===== config.mk =====
export PLATFORM = sky130hd
export DESIGN_NAME = led_pattern_seq
export DESIGN_NICKNAME = d
export VERILOG_FILES = /design/src/rtl/led_pattern_seq.sv
export SDC_FILE = /design/constraint.sdc
export NUM_CORES = 1
export LEC_CHECK = 0
export CAP_MARGIN = 15
export CORE_MARGIN = 10
export CORE_UTILIZATION = 60
export CTS_BUF_LIST = sky130_fd_sc_hd__clkbuf_4 sky130_fd_sc_hd__clkbuf_8
export DETAILED_ROUTE_END_ITERATION = 8
export DONT_BUFFER_PORTS = 1
export PLACE_DENSITY_LB_ADDON = 0.3
export SETUP_SLACK_MARGIN = 0.05
export SLEW_MARGIN = 30
export SYNTH_ARGS = -nofsm -noshare
export SYNTH_HDL_FRONTEND = slang
export SYNTH_SLANG_ARGS = --single-unit

===== constraint.sdc =====
create_clock -name clk -period 1.7 [get_ports clk]
set_input_delay 0.17 -clock clk [delete_from_list [all_inputs] [get_ports clk]]
set_output_delay 0.17 -clock clk [all_outputs]
set_load 0.005 [all_outputs]

===== src/rtl/led_pattern_seq.sv =====
// LED pattern sequencer: steps a binary, bounce, fill/drain or hold pattern on each rising edge of rate_bit.
// Optional macro LED_PWM_EN adds a 3-bit brightness input that PWM-gates the LED outputs.
module led_pattern_seq #(
    parameter int WIDTH = 8
) (
    input  logic             clk,
    input  logic             reset,
    input  logic             rate_bit,
    input  logic [1:0]       mode,
    input  logic             pause,
`ifdef LED_PWM_EN
    input  logic [2:0]       brightness,
`endif
    output logic [WIDTH-1:0] leds,
    output logic             step_pulse,
    output logic             dir
);

    localparam logic [1:0] MODE_BIN    = 2'b00;
    localparam logic [1:0] MODE_BOUNCE = 2'b01;
    localparam logic [1:0] MODE_FILL   = 2'b10;
    localparam logic [1:0] MODE_HOLD   = 2'b11;

    logic             rate_q_r;
    logic [1:0]       mode_q_r;
    logic [WIDTH-1:0] pattern_r;
    logic             dir_r;
    logic             step_pulse_r;

    logic             step_s;
    logic             update_s;
    logic [1:0]       mode_nxt_s;
    logic [WIDTH-1:0] pattern_nxt_s;
    logic             dir_nxt_s;
    logic [WIDTH-1:0] fill_up_s;
    logic [WIDTH-1:0] fill_dn_s;

    assign step_s    = rate_bit & ~rate_q_r & ~pause;
    assign fill_up_s = {pattern_r[WIDTH-2:0], 1'b1};
    assign fill_dn_s = {pattern_r[WIDTH-2:0], 1'b0};

    // State register: edge detector, mode, pattern, direction and the update strobe.
    always_ff @(posedge clk) begin
        if (reset) begin
            rate_q_r     <= rate_bit;
            mode_q_r     <= MODE_BIN;
            pattern_r    <= {WIDTH{1'b0}};
            dir_r        <= 1'b0;
            step_pulse_r <= 1'b0;
        end else begin
            rate_q_r     <= rate_bit;
            mode_q_r     <= mode_nxt_s;
            pattern_r    <= pattern_nxt_s;
            dir_r        <= dir_nxt_s;
            step_pulse_r <= update_s;
        end
    end

    // Next-state logic: a mode change reloads the pattern, otherwise the current mode advances.
    always_comb begin
        mode_nxt_s    = mode_q_r;
        pattern_nxt_s = pattern_r;
        dir_nxt_s     = dir_r;
        update_s      = 1'b0;
        if (step_s) begin
            if (mode != mode_q_r) begin
                mode_nxt_s = mode;
                case (mode)
                    MODE_BIN: begin
                        pattern_nxt_s = {WIDTH{1'b0}};
                        dir_nxt_s     = 1'b0;
                        update_s      = 1'b1;
                    end
                    MODE_BOUNCE: begin
                        pattern_nxt_s = {{(WIDTH-1){1'b0}}, 1'b1};
                        dir_nxt_s     = 1'b0;
                        update_s      = 1'b1;
                    end
                    MODE_FILL: begin
                        pattern_nxt_s = {WIDTH{1'b0}};
                        dir_nxt_s     = 1'b0;
                        update_s      = 1'b1;
                    end
                    MODE_HOLD: begin
                        update_s = 1'b0;
                    end
                    default: begin
                        update_s = 1'b0;
                    end
                endcase
            end else begin
                case (mode_q_r)
                    MODE_BIN: begin
                        pattern_nxt_s = pattern_r + {{(WIDTH-1){1'b0}}, 1'b1};
                        update_s      = 1'b1;
                    end
                    MODE_BOUNCE: begin
                        update_s = 1'b1;
                        // Turn around on the same step that reaches past an end, so there is no dwell.
                        if (!dir_r) begin
                            if (pattern_r[WIDTH-1]) begin
                                dir_nxt_s     = 1'b1;
                                pattern_nxt_s = pattern_r >> 1;
                            end else begin
                                pattern_nxt_s = pattern_r << 1;
                            end
                        end else begin
                            if (pattern_r[0]) begin
                                dir_nxt_s     = 1'b0;
                                pattern_nxt_s = pattern_r << 1;
                            end else begin
                                pattern_nxt_s = pattern_r >> 1;
                            end
                        end
                    end
                    MODE_FILL: begin
                        update_s = 1'b1;
                        if (!dir_r) begin
                            pattern_nxt_s = fill_up_s;
                            if (&fill_up_s) begin
                                dir_nxt_s = 1'b1;
                            end else begin
                                dir_nxt_s = 1'b0;
                            end
                        end else begin
                            pattern_nxt_s = fill_dn_s;
                            if (fill_dn_s == {WIDTH{1'b0}}) begin
                                dir_nxt_s = 1'b0;
                            end else begin
                                dir_nxt_s = 1'b1;
                            end
                        end
                    end
                    MODE_HOLD: begin
                        update_s = 1'b0;
                    end
                    default: begin
                        update_s = 1'b0;
                    end
                endcase
            end
        end else begin
            update_s = 1'b0;
        end
    end

`ifdef LED_PWM_EN
    logic [2:0] pwm_cnt_r;

    // Free-running PWM phase counter, wraps 7 -> 0.
    always_ff @(posedge clk) begin
        if (reset) begin
            pwm_cnt_r <= 3'd0;
        end else begin
            pwm_cnt_r <= pwm_cnt_r + 3'd1;
        end
    end

    // Output logic: LEDs gated on for (brightness+1) of every 8 cycles.
    always_comb begin
        leds       = pattern_r & {WIDTH{(pwm_cnt_r <= brightness)}};
        step_pulse = step_pulse_r;
        dir        = dir_r;
    end
`else
    // Output logic: LEDs follow the pattern register directly.
    always_comb begin
        leds       = pattern_r;
        step_pulse = step_pulse_r;
        dir        = dir_r;
    end
`endif

endmodule


==> results.sh <==
export IMPL_grt_pass1_vias=988
export IMPL_yosysMostFrequentCell="nor2_1"
export IMPL_finalCritPeriodShare=0.926
export IMPL_diodes=0
export IMPL_synth_seq_area_share=0.249
export IMPL_ant_nets=0
export IMPL_cp_max_fo=4
export IMPL_hold_path_class="input port to flop"
export IMPL_drtIter0Drc=54
export IMPL_rows=15
export IMPL_avgSynthCellArea_sq_um=7.81
export IMPL_cts_sinks=13
export IMPL_setup_worst_path_start="leds[0]$_SDFFE_PP0P_"
export IMPL_overflow=0
export IMPL_drive_gt1_frac=0.204
export IMPL_p_per_area_nw_per_um2=555
export IMPL_placed_cells=153
export IMPL_clk_path_buf_depth=2
export IMPL_viasPerCell=6.73
export IMPL_hold_slack_ps=4.17
export IMPL_dieArea_sq_um=3810
export IMPL_synth_seq_cells=13
export IMPL_clk_pin_slew_ps=90
export IMPL_fill_cells=148
export IMPL_hp_start="mode[0]"
export IMPL_ys_flop_type="dfxtp_1"
export IMPL_finalHoldViolCount=0
export IMPL_vias=1070
export IMPL_gp_congestion=0.980
export IMPL_synth_edf_count=0
export IMPL_grt_total_usage=0.165
export IMPL_crit_type="flop to flop"
export IMPL_netlist_area_sq_um=1050
export IMPL_tns_ps=0
export IMPL_fin_area_sq_um=1150
export IMPL_critPathArrivalTime_ps=1780
export IMPL_ff_latch_area_sq_um=265
export IMPL_htree_levels=1
export IMPL_critPathRequiredTime_ps=1900
export IMPL_io_pins=16
export IMPL_synth_net_count=147
export IMPL_slew_headroom=0.741
export IMPL_die_height_um=61.8
export IMPL_wire_per_inst_um=17.9
export IMPL_final_cells=159
export IMPL_cts_root_buf="clkbuf_4"
export IMPL_peakVddDrop_mv=0.497
export IMPL_yosys_top_cells_area="dfxtp_1 25%, ha_1 8.4%, a21oi_1 5.3%"
export IMPL_dpl_cell_area_sq_um=1070
export IMPL_portBuffers=0
export IMPL_drc=0
export IMPL_r2r_start="leds[0]$_SDFFE_PP0P_"
export IMPL_yosys_area_top_type="dfxtp_1"
export IMPL_grt_pass1_wl_um=4640
export IMPL_synthArstFlopShare=0
export IMPL_area_growth_pct=10.4
export IMPL_fin_crit_ps=1570
export IMPL_cts_tree="yes"
export IMPL_syn_inst=134
export IMPL_synth_distinct_cells=38
export IMPL_finalMaxSlewViolations=0
export IMPL_synth_top_cell_area_share=0.249
export IMPL_start_kind="flop"
export IMPL_multi_input_area_sq_um=698
export IMPL_drtPass1Iterations=4
export IMPL_clk_latency_ps=300
export IMPL_core_region_area_sq_um=1690
export IMPL_tightest_slew_ps=387
export IMPL_initial_core_util=0.619
export IMPL_status="finished, final reports clean"
export IMPL_yosys_top_cells_count="14 x nor2_1, 13 x dfxtp_1, 11 x a21oi_1, 11 x nand2_1, 9 x inv_1"
export IMPL_crit_path_end_kind="flop"
export IMPL_setup_violations=0
export IMPL_dp_hpwl_um=2070
export IMPL_grt_max_degree=11
export IMPL_total_power_mw=0.641
export IMPL_cts_setup_buffers=0
export IMPL_nNetsFinal=156
export IMPL_antenna_found_initial=0
export IMPL_rsz0062_at_grt="true"
export IMPL_cts_buffers=3
export IMPL_clock_skew_final_ps=12.1
export IMPL_die_w_um=61.8
export IMPL_drv_cap=0
export IMPL_ys_warn_count=0
export IMPL_wirelength_um=2850
export IMPL_fmax_mhz=635
export IMPL_leakage_nw=0.441
[kinds of logic after synthesis]
logic type,Yosys count,synth area share
AOI/OAI and AO/OA,46,0.288
adders and majority gates,7,0.0837
and+or+nand+nor,44,0.228
DFF,13,0.249
buffers and inverters,19,0.109
xor gates and xnor gates,5,0.0419
[layer usage]
metal	up-vias	GRT usage	part of all wire
met5	-	0	0
met4	0	0.0955	0.032
met3	12	0.0569	0.095
met2	66	0.258	0.48
met1	490	0.190	0.39
li1	502	-	-
[final cells by class]
class / instances / share of cell area
multi-input cells: 102 / 0.605
flip-flops and latches: 13 / 0.230
repair buffers: 13 / 0.0888
inverters: 10 / 0.0325
clock buffers: 4 / 0.0260
well taps: 17 / 0.0184
[final timing paths]
path | endpoint | depth (start not counted) | slack, ps
max | dir$_SDFFE_PP0P_ | 6 | 130
min | mode_q_r[0]$_SDFFE_PP0P_ | 2 | 4
max reg2reg | dir$_SDFFE_PP0P_ | 6 | 130
min reg2reg | leds[3]$_SDFFE_PP0P_ | 2 | 560
[power breakdown]
part | leakage, nW | switching, mW | total [mW] | internal [mW]
Sequential | 0.107 | 0.00622 | 0.316 | 0.310
Combinational | 0.315 | 0.0615 | 0.103 | 0.0413
Clock | 0.0184 | 0.115 | 0.222 | 0.108
Total | 0.441 | 0.182 | 0.641 | 0.459
[state kept, by name, summed over array words and instances (netlist names)]
register,flops
leds,8
dir,1
rate_q_r,1
mode_q_r,2
step_pulse,1
[repair_timing]
item,CTS,global route
endpoints found under the setup margin,0,9
hold endpoints to repair,10,0
hold buffers,2,0
resized for setup,0,8
[critical path: stages, from the launching register on]
cell,delay [ps]
dfxtp_2,380
ha_1,180
and3_1,240
a41oi_1,130
a31oi_1,180
a21oi_1,120
o31ai_1,250
[layout by cell type (no fill, tap or decap), types with 5 or more instances in the layout]
cell type,synthesis,layout
inv_1,9,9
ha_1,7,5
a21oi_1,11,11
buf_4,0,11
o21ai_1,5,5
dfxtp_1,13,9
nand2_1,11,11
nor2_1,14,14
o211ai_1,5,5
a31oi_1,7,6
[metrics by stage]
step,worst slack (ps),util
after floorplan,149,-
after global placement,119,0.636
after detailed placement,86.2,0.636
after CTS,58.0,0.665
after global routing,63.0,0.684
final,126,0.684
No activity file was read; power rests on OpenSTA's default activity.
